File: src/rtl/uart_rx_os.sv
// uart_rx_os: oversampling UART receiver, 3-sample majority vote per bit.
// Optional break detection when UART_RX_BREAK_DETECT_EN is defined.
module uart_rx_os #(
    parameter int CLK_FREQ    = 100_000_000,
    parameter int BAUD_RATE   = 115200,
    parameter int DATA_WIDTH  = 8,
    parameter int PARITY      = 0,
    parameter int STOP_BITS   = 1,
    parameter int OVERSAMPLE  = 16,
    parameter int SYNC_STAGES = 2
) (
    input  logic                  clk,
    input  logic                  rst_n,
    input  logic                  rx_i,
    output logic [DATA_WIDTH-1:0] data_o,
    output logic                  valid_o,
    input  logic                  ready_i,
    output logic                  frame_err_o,
    output logic                  parity_err_o,
    output logic                  overrun_o,
`ifdef UART_RX_BREAK_DETECT_EN
    output logic                  break_o,
`endif
    output logic                  busy_o
);

    localparam int DIV   = CLK_FREQ / (BAUD_RATE * OVERSAMPLE);
    localparam int DIV_W = (DIV > 1) ? $clog2(DIV) : 1;
    localparam int OS_W  = $clog2(OVERSAMPLE);
    localparam int BIT_W = $clog2(DATA_WIDTH + 1);

    localparam logic [DIV_W-1:0] DIV_LAST = DIV_W'(DIV - 1);
    localparam logic [OS_W-1:0]  OS_LAST  = OS_W'(OVERSAMPLE - 1);
    localparam logic [OS_W-1:0]  SMP_LO   = OS_W'(OVERSAMPLE / 2 - 1);
    localparam logic [OS_W-1:0]  SMP_MID  = OS_W'(OVERSAMPLE / 2);
    localparam logic [OS_W-1:0]  SMP_HI   = OS_W'(OVERSAMPLE / 2 + 1);
    localparam logic [BIT_W-1:0] BIT_LAST = BIT_W'(DATA_WIDTH - 1);
    localparam logic [BIT_W-1:0] BIT_ONE  = BIT_W'(1);

    if (DIV < 2 || DATA_WIDTH < 5 || DATA_WIDTH > 9 ||
        PARITY < 0 || PARITY > 2 ||
        STOP_BITS < 1 || STOP_BITS > 2 ||
        OVERSAMPLE < 8 || (OVERSAMPLE % 2) != 0 ||
        SYNC_STAGES < 2) begin : g_param_check
        $error("uart_rx_os: illegal parameter combination");
    end

    typedef enum logic [2:0] {
        S_IDLE,
        S_START,
        S_DATA,
        S_PAR,
        S_STOP
    } state_t;

    state_t state_q, state_d;

    logic [SYNC_STAGES-1:0] sync_q;
    logic [SYNC_STAGES-1:0] fill_q;
    logic                   rx_s;
    logic                   filled;
    logic                   rx_prev_q;
    logic                   fall;
    logic                   start_ok;

    logic [DIV_W-1:0]       div_q;
    logic [OS_W-1:0]        os_q;
    logic                   tick;
    logic                   maj_tick;
    logic                   bit_end;
    logic                   smp_lo_q;
    logic                   smp_mid_q;
    logic                   maj;

    logic [DATA_WIDTH-1:0]  shreg_q;
    logic [BIT_W-1:0]       bit_q;
    logic                   ferr_q;
    logic                   perr_q;
    logic                   par_exp;
    logic                   last_bit;
    logic                   last_stop;

    logic                   shift_en;
    logic                   bit_inc;
    logic                   bit_clr;
    logic                   par_en;
    logic                   stop1_en;
    logic                   deliver;

    logic [DATA_WIDTH-1:0]  data_q;
    logic                   valid_q;
    logic                   fe_q;
    logic                   pe_q;
    logic                   ovr_q;

    // fill_q keeps reset-time ones in the synchroniser from counting as line high
    always_ff @(posedge clk or negedge rst_n) begin
        if (!rst_n) begin
            sync_q    <= '1;
            fill_q    <= '0;
            rx_prev_q <= 1'b0;
        end else begin
            sync_q <= {sync_q[SYNC_STAGES-2:0], rx_i};
            fill_q <= {fill_q[SYNC_STAGES-2:0], 1'b1};
            if (filled) rx_prev_q <= rx_s;
        end
    end

    assign rx_s   = sync_q[SYNC_STAGES-1];
    assign filled = fill_q[SYNC_STAGES-1];
    assign fall   = filled && rx_prev_q && !rx_s;

    always_ff @(posedge clk or negedge rst_n) begin
        if (!rst_n) begin
            div_q <= '0;
            os_q  <= '0;
        end else if (state_q == S_IDLE) begin
            div_q <= '0;
            os_q  <= '0;
        end else if (tick) begin
            div_q <= '0;
            os_q  <= (os_q == OS_LAST) ? '0 : os_q + 1'b1;
        end else begin
            div_q <= div_q + 1'b1;
        end
    end

    assign tick     = (state_q != S_IDLE) && (div_q == DIV_LAST);
    assign maj_tick = tick && (os_q == SMP_HI);
    assign bit_end  = tick && (os_q == OS_LAST);

    always_ff @(posedge clk or negedge rst_n) begin
        if (!rst_n) begin
            smp_lo_q  <= 1'b1;
            smp_mid_q <= 1'b1;
        end else begin
            if (tick && os_q == SMP_LO)  smp_lo_q  <= rx_s;
            if (tick && os_q == SMP_MID) smp_mid_q <= rx_s;
        end
    end

    assign maj = (smp_lo_q & smp_mid_q) | (smp_lo_q & rx_s) |
                 (smp_mid_q & rx_s);

    assign par_exp   = (PARITY == 1) ? ~(^shreg_q) : (^shreg_q);
    assign last_bit  = (bit_q == BIT_LAST);
    assign last_stop = (STOP_BITS == 1) || (bit_q == BIT_ONE);

`ifdef UART_RX_BREAK_DETECT_EN
    logic brk_q;
    logic brk_set;
    logic is_break;

    // parity bit recovered as perr ^ expected, so no separate flop is kept
    assign is_break = (shreg_q == '0) && !maj &&
                      (PARITY == 0 || !(perr_q ^ par_exp)) &&
                      (STOP_BITS == 1 || ferr_q);
    assign start_ok = fall && !brk_q;

    always_ff @(posedge clk or negedge rst_n) begin
        if (!rst_n)                brk_q <= 1'b0;
        else if (brk_set)          brk_q <= 1'b1;
        else if (filled && rx_s)   brk_q <= 1'b0;
    end

    assign break_o = brk_q;
`else
    assign start_ok = fall;
`endif

    always_ff @(posedge clk or negedge rst_n) begin
        if (!rst_n) state_q <= S_IDLE;
        else        state_q <= state_d;
    end

    always_comb begin
        state_d  = state_q;
        shift_en = 1'b0;
        bit_inc  = 1'b0;
        bit_clr  = 1'b0;
        par_en   = 1'b0;
        stop1_en = 1'b0;
        deliver  = 1'b0;
`ifdef UART_RX_BREAK_DETECT_EN
        brk_set  = 1'b0;
`endif
        unique case (state_q)
            S_IDLE: begin
                if (start_ok) state_d = S_START;
            end
            S_START: begin
                if (maj_tick && maj) begin
                    state_d = S_IDLE;
                end else if (bit_end) begin
                    state_d = S_DATA;
                    bit_clr = 1'b1;
                end
            end
            S_DATA: begin
                if (maj_tick) shift_en = 1'b1;
                if (bit_end) begin
                    if (last_bit) begin
                        state_d = (PARITY != 0) ? S_PAR : S_STOP;
                        bit_clr = 1'b1;
                    end else begin
                        bit_inc = 1'b1;
                    end
                end
            end
            S_PAR: begin
                if (maj_tick) par_en = 1'b1;
                if (bit_end) state_d = S_STOP;
            end
            S_STOP: begin
                // final stop decides at its centre to allow early resync
                if (maj_tick && last_stop) begin
                    state_d = S_IDLE;
`ifdef UART_RX_BREAK_DETECT_EN
                    brk_set = is_break;
                    deliver = !is_break;
`else
                    deliver = 1'b1;
`endif
                end else if (maj_tick) begin
                    stop1_en = 1'b1;
                end else if (bit_end) begin
                    bit_inc = 1'b1;
                end
            end
            default: state_d = S_IDLE;
        endcase
    end

    always_ff @(posedge clk or negedge rst_n) begin
        if (!rst_n) begin
            shreg_q <= '0;
            bit_q   <= '0;
            ferr_q  <= 1'b0;
            perr_q  <= 1'b0;
        end else begin
            if (shift_en) shreg_q <= {maj, shreg_q[DATA_WIDTH-1:1]};
            if (bit_clr)      bit_q <= '0;
            else if (bit_inc) bit_q <= bit_q + 1'b1;
            if (state_q == S_IDLE) begin
                ferr_q <= 1'b0;
                perr_q <= 1'b0;
            end else begin
                if (stop1_en && !maj) ferr_q <= 1'b1;
                if (par_en)           perr_q <= maj ^ par_exp;
            end
        end
    end

    always_ff @(posedge clk or negedge rst_n) begin
        if (!rst_n) begin
            data_q  <= '0;
            valid_q <= 1'b0;
            fe_q    <= 1'b0;
            pe_q    <= 1'b0;
            ovr_q   <= 1'b0;
        end else if (deliver) begin
            data_q  <= shreg_q;
            fe_q    <= ferr_q | ~maj;
            pe_q    <= perr_q;
            valid_q <= 1'b1;
            if (valid_q && !ready_i)     ovr_q <= 1'b1;
            else if (valid_q && ready_i) ovr_q <= 1'b0;
        end else if (valid_q && ready_i) begin
            valid_q <= 1'b0;
            ovr_q   <= 1'b0;
        end
    end

    assign data_o       = data_q;
    assign valid_o      = valid_q;
    assign frame_err_o  = fe_q;
    assign parity_err_o = pe_q;
    assign overrun_o    = ovr_q;
    assign busy_o       = (state_q != S_IDLE);

endmodule

File: config.mk
export PLATFORM = sky130hd
export DESIGN_NAME = uart_rx_os
export DESIGN_NICKNAME = d
export VERILOG_FILES = /design/src/rtl/uart_rx_os.sv
export SDC_FILE = /design/constraint.sdc
export NUM_CORES = 1
export LEC_CHECK = 0
export CAP_MARGIN = 20
export CORE_ASPECT_RATIO = 0.7
export CORE_MARGIN = 5
export CORE_UTILIZATION = 45
export DETAILED_ROUTE_END_ITERATION = 6
export GPL_ROUTABILITY_DRIVEN = 0
export PLACE_DENSITY = 0.67
export RECOVER_POWER = 50
export SLEW_MARGIN = 10
export SYNTH_ARGS = -nofsm -noshare
export SYNTH_HDL_FRONTEND = slang
export SYNTH_SLANG_ARGS = --single-unit
File: constraint.sdc
create_clock -name clk -period 1.65 [get_ports clk]
set_input_delay 0.4125 -clock clk [delete_from_list [all_inputs] [get_ports clk]]
set_output_delay 0.4125 -clock clk [all_outputs]
set_load 0.03 [all_outputs]
## Word level (Yosys, flattened, before mapping)

Index checks and enable logic that the tools add are counted.
Widths: inputs -> output; s select.

- $add $sub $neg: 3
- Equality and inequality tests: 16
- Multiplexer cells: 36
- Bitwise logic cells: 8
- Reductions and logical operators: 20

Operator list:

| kind | count |
|---|---|
| $mux 3 | 7 |
| $mux 4 | 5 |
| $mux 1 | 19 |
| $pmux 3 s5 | 1 |
| $eq 4x4->1 const B | 3 |
| $mux 6 | 2 |
| $logic_and 1x1->1 | 10 |
| $ne 2x2->1 const B | 5 |
| $add 4x1->4 const B | 2 |
| $eq 4x3->1 const B | 2 |
| $reduce_bool 2->1 | 4 |
| $reduce_xor 8->1 | 1 |
| $add 6x1->6 const B | 1 |
| $eq 3x2->1 const B | 2 |
| $eq 6x6->1 const B | 1 |
| $reduce_and 6->1 | 1 |
| $pmux 1 s2 | 2 |
| $and 1x1->1 | 3 |
| $eq 3x1->1 const B | 1 |
| $eq 3x3->1 const B | 1 |
| $logic_not 3->1 | 1 |
| $ne 3x3->1 const B | 1 |
| $or 1x1->1 | 3 |
| $reduce_bool 3->1 | 1 |
| 3 further kinds | 4 |

- Flip-flop bits (word level): 46
- Bits of input ports: 4
- Output and inout port bits: 13
- Logic and storage cells: 100

## Longest topological paths before layout

- Word-level depth: 8
- Gate-level depth with buffers: 7

## Least setup slack after synthesis

No wires, ideal clock.

- Path kind: flip-flop to flip-flop
- Start: register div_q[1]
- End: register bit_q[3]
- Library setup time: 0.077 ns
- Arrival: 1.626 ns
- Setup slack: -0.053 ns
- Stages on the path, launching flop included: 8
- Path buffers: 1
- Clock period less this slack: 1.703 ns
- Cell sequence: dfrtp_1 > inv_1 > ha_1 > and4b_1 > buf_4 > nand3_2 > or4_1 > a21oi_1

- Word-level cells in the longest chain between the ends: 7
- Elaborated cells between the ends (all ways): 14
- Classes of those cells: eq/ne (1); mux (8); reduce/logical (5)

Ends and longest elaborated chain:

| item | RTL line | text |
|---|---|---|
| start, declared | 66 | `logic [DIV_W-1:0] div_q;` |
| start signal, assigned | 124 | `div_q <= div_q + 1'b1;` |
| $eq 6x6->1 (*) | 128 | `assign tick = (state_q != S_IDLE) && (div_q == DIV_LAST);` |
| $logic_and 1x1->1 (*) | 128 |  |
| $logic_and 1x1->1 (on tied branches) | 130, 129 |  |
| $mux 1 / $logic_and 1x1->1 (equally long branches) | 194, 226, 192 |  |
| $mux 1 (on tied branches) | 192, 216 |  |
| $pmux 1 s2 | 187 | `unique case (state_q)` |
| $mux 4 / $reduce_bool 2->1 (equally long branches) | n/a |  |
| end signal, assigned | 243 | `else if (bit_inc) bit_q <= bit_q + 1'b1;` |
| end, declared | 76 | `logic [BIT_W-1:0] bit_q;` |

Every way passes the cells marked *; elsewhere a longest branch is shown, timed or not.
A chain may end at the register's enable or synchronous reset.

## Worst setup path after layout

Same ends and word-level chain as after synthesis.

==> results.toml <==
[status]
status = "finished with violations"
violations = "setup timing"

[cts]
cts_buffers = 5
cts_tree = "yes"
cts_root_buf = "clkbuf_8"
clk_latency_ps = 290
clkSinkCount = 45
cts_hold_buffers = 0
path_clk_slew_ps = 80
h-tree-depth = 2
clockBufferDepth = 2

[logic_synthesis]
synth-main-ff-cell = "dfrtp_1"
synthesis.nets = 195
synth_edf_count = 0
ys_ff_latch = 45
yosysWarnings = 0
ys_seq_area_frac = 0.525
syn_area_per_cell_um2 = 11.6
yosysUniqueCellTypes = 41
syn_inst = 185
syn_area_um2 = 2150
async_reset_ff_frac = 1.00

[worst_setup_path]
crit_path_max_fanout = 4
startpoint_type = "flop"
r2r_cells = 6
r2r_start = "div_q[1]"
path_class = "reg2reg"
crit_path_end_kind = "flop"
arrival_ps = 1930
cp.required_ps = 1870
reg2reg_slack_ps = -60
cp_num_buf_inv = 1
crit_chain = "inv_1 -> ha_2 -> and4b_2 -> nand3_2 -> or4_1 -> a21oi_1"
path_depth = 6
endpoint = "bit_q[3]"
cpPeakStageDelay_ps = 470
startpoint = "div_q[1]"
crit_slowest_cell = "or4_1"
cp_top_family = "simple AND/OR/NAND/NOR gates"
reg2reg_to = "bit_q[3]"

[timing]
timing.clock.skew_ps = 6.57
hold_viol = 0
max_freq_ghz = 0.584
min_period_over_period = 1.04
tns_ps = -67.1
slew-limit-headroom = 0.283
worst_pin_slew_ps = 1080
fin_ws_ps = -62.7
setup_viol = 2
post-route-min-period_ps = 1710
rsz0062_at_grt = "true"
hold_ws_ps = 357
maxSlewViolCount = 0

[floorplan]
die_x_um = 92.7
rows = 21
dieArea_um2 = 6290
die_h_um = 67.9
top_level_ports = 17
core_um2 = 4700
initial_core_util = 0.458

[drt]
drt-initial-drc-count = 119
wl_per_cell_um = 15.8
drt_pass1_iterations = 4
wl_mm = 4.78
antenna_left = 0
vias_per_cell = 5.41
num_vias = 1635
drc = 0

[grt]
grt_use_met1 = 0.215
busiest_layer = "met2"
grt_pass1_wl_mm = 7.94
grt_max_degree = 46
grt_pass1_vias = 1617
grt_overflow_total = 0
grt_use_met3 = 0.0341
grt_use_met2 = 0.272
antenna_found_initial = 0
grt_usage = 0.161

[final_layout]
multi_input_area_um2 = 1070
area_growth_pct = 34.5
final_util = 0.616
final_cell_mix = "dfrtp_1, buf_4, mux2_2"
final_area_um2 = 2900
seq_area_um2 = 1130
n_antenna_cell = 0
nFillCells = 375
drive_above_1_share = 0.429
fin_nets = 254
layout_commonest_cell = "dfrtp_1"

[placed_design]
dp_hpwl_mm = 3.35
place_area_um2 = 2600
io_buffers = 16

[run]
drv_cap = 0

[hold_path]
hold_path_class = "reg2reg"

[power_and_ir_drop]
p_per_area_nw_per_um2 = 891
irDropWorstVdd_v = 0.000573
leakagePower_nw = 1.34
==> flip-flops by register name, indices dropped and copies added (netlist names), named ones only <==
name          cells
frame_err_o       1
shreg_q           8
smp_mid_q         1
os_q              4
fill_q            2
smp_lo_q          1
bit_q             4
rx_prev_q         1
state_q           3
data_o            8
valid_o           1
div_q             6
perr_q            1
parity_err_o      1
sync_q            2
==> per-stage QoR <==
stage | std cells | power, mW | setup WS [ps]
2_1_floorplan | 185 | 1.46 | 14.9
3_3_place_gp | 284 | 1.67 | -39.5
3_5_place_dp | 284 | 1.69 | -126
4_1_cts | 296 | 2.58 | -48.0
5_1_grt | 302 | 2.71 | -112
6_report | 302 | 2.58 | -62.7
==> kinds of logic after synthesis <==
| family | count (synthesis) | synth area share |
|---|---|---|
| xor+xnor | 12 | 0.0552 |
| fa+ha+maj | 7 | 0.0395 |
| other cells | 1 | 0.00174 |
| mux | 20 | 0.105 |
| buf+inv | 16 | 0.0337 |
| flops | 45 | 0.525 |
| simple gates | 55 | 0.154 |
| compound gates | 29 | 0.0865 |
==> power breakdown <==
group          leakage, nW  total (mW)  internal (mW)  switching [mW]
Sequential           0.597        1.21           1.17          0.0445
Combinational        0.688       0.513          0.246           0.267
Clock               0.0574       0.858          0.492           0.366
==> layout make-up <==
| cell class | instances | area share |
|---|---|---|
| Clock buffer | 6 | 0.0285 |
| Clock inverter | 2 | 0.0130 |
| Inverter | 10 | 0.0130 |
| Multi-Input combinational cell | 124 | 0.371 |
| Sequential cell | 45 | 0.391 |
| Tap cell | 57 | 0.0246 |
| Timing Repair Buffer | 58 | 0.159 |
==> synthesized netlist by cell type (2+ instances only) <==
cell type / number / area [um^2]
xnor2_1: 9 / 78.8
nor2b_1: 2 / 12.5
xor2_1: 2 / 17.5
buf_4: 2 / 15.0
a41oi_1: 2 / 17.5
nand2_1: 9 / 33.8
or3_1: 2 / 12.5
nand3_1: 6 / 30.0
inv_1: 10 / 37.5
nand4b_1: 2 / 17.5
nor3_1: 3 / 15.0
o21ai_0: 6 / 30.0
ha_1: 6 / 75.1
dfstp_2: 4 / 105
nand3b_1: 3 / 22.5
and4b_1: 2 / 20.0
nor4_1: 2 / 12.5
o41ai_1: 2 / 17.5
mux2_2: 20 / 225
buf_2: 4 / 20.0
nor2_1: 10 / 37.5
o31ai_1: 3 / 22.5
or4_1: 3 / 22.5
dfrtp_1: 41 / 1030
a21oi_1: 11 / 55.1
nand4_1: 4 / 25.0
==> worst min-delay path by stage <==
stage	start	to	slack (ps)	cells after the start
CTS	rst_n	shreg_q[1]	90	2
floorplan	rst_n	asynchronous set/reset pin	120	0
detailed placement	fill_q[0]	fill_q[1]	340	0
finish	fill_q[0]	fill_q[1]	360	0
global placement	fill_q[0]	fill_q[1]	330	0
global route	sync_q[0]	sync_q[1]	370	0
==> layer usage <==
metal  up-vias  part of all wire
met5         -                 0
met4         0            0.0080
met3         7             0.039
met2        39              0.49
met1       813              0.46
li1        776                 -
==> what timing repair did <==
item                                    4_1_cts  5_1_grt
gates resized for setup                      23       28
buffers inserted                              4        6
pin swaps                                     5       12
endpoints found under the setup margin       30       28
Note: power is estimated with default switching activity, not from simulation.
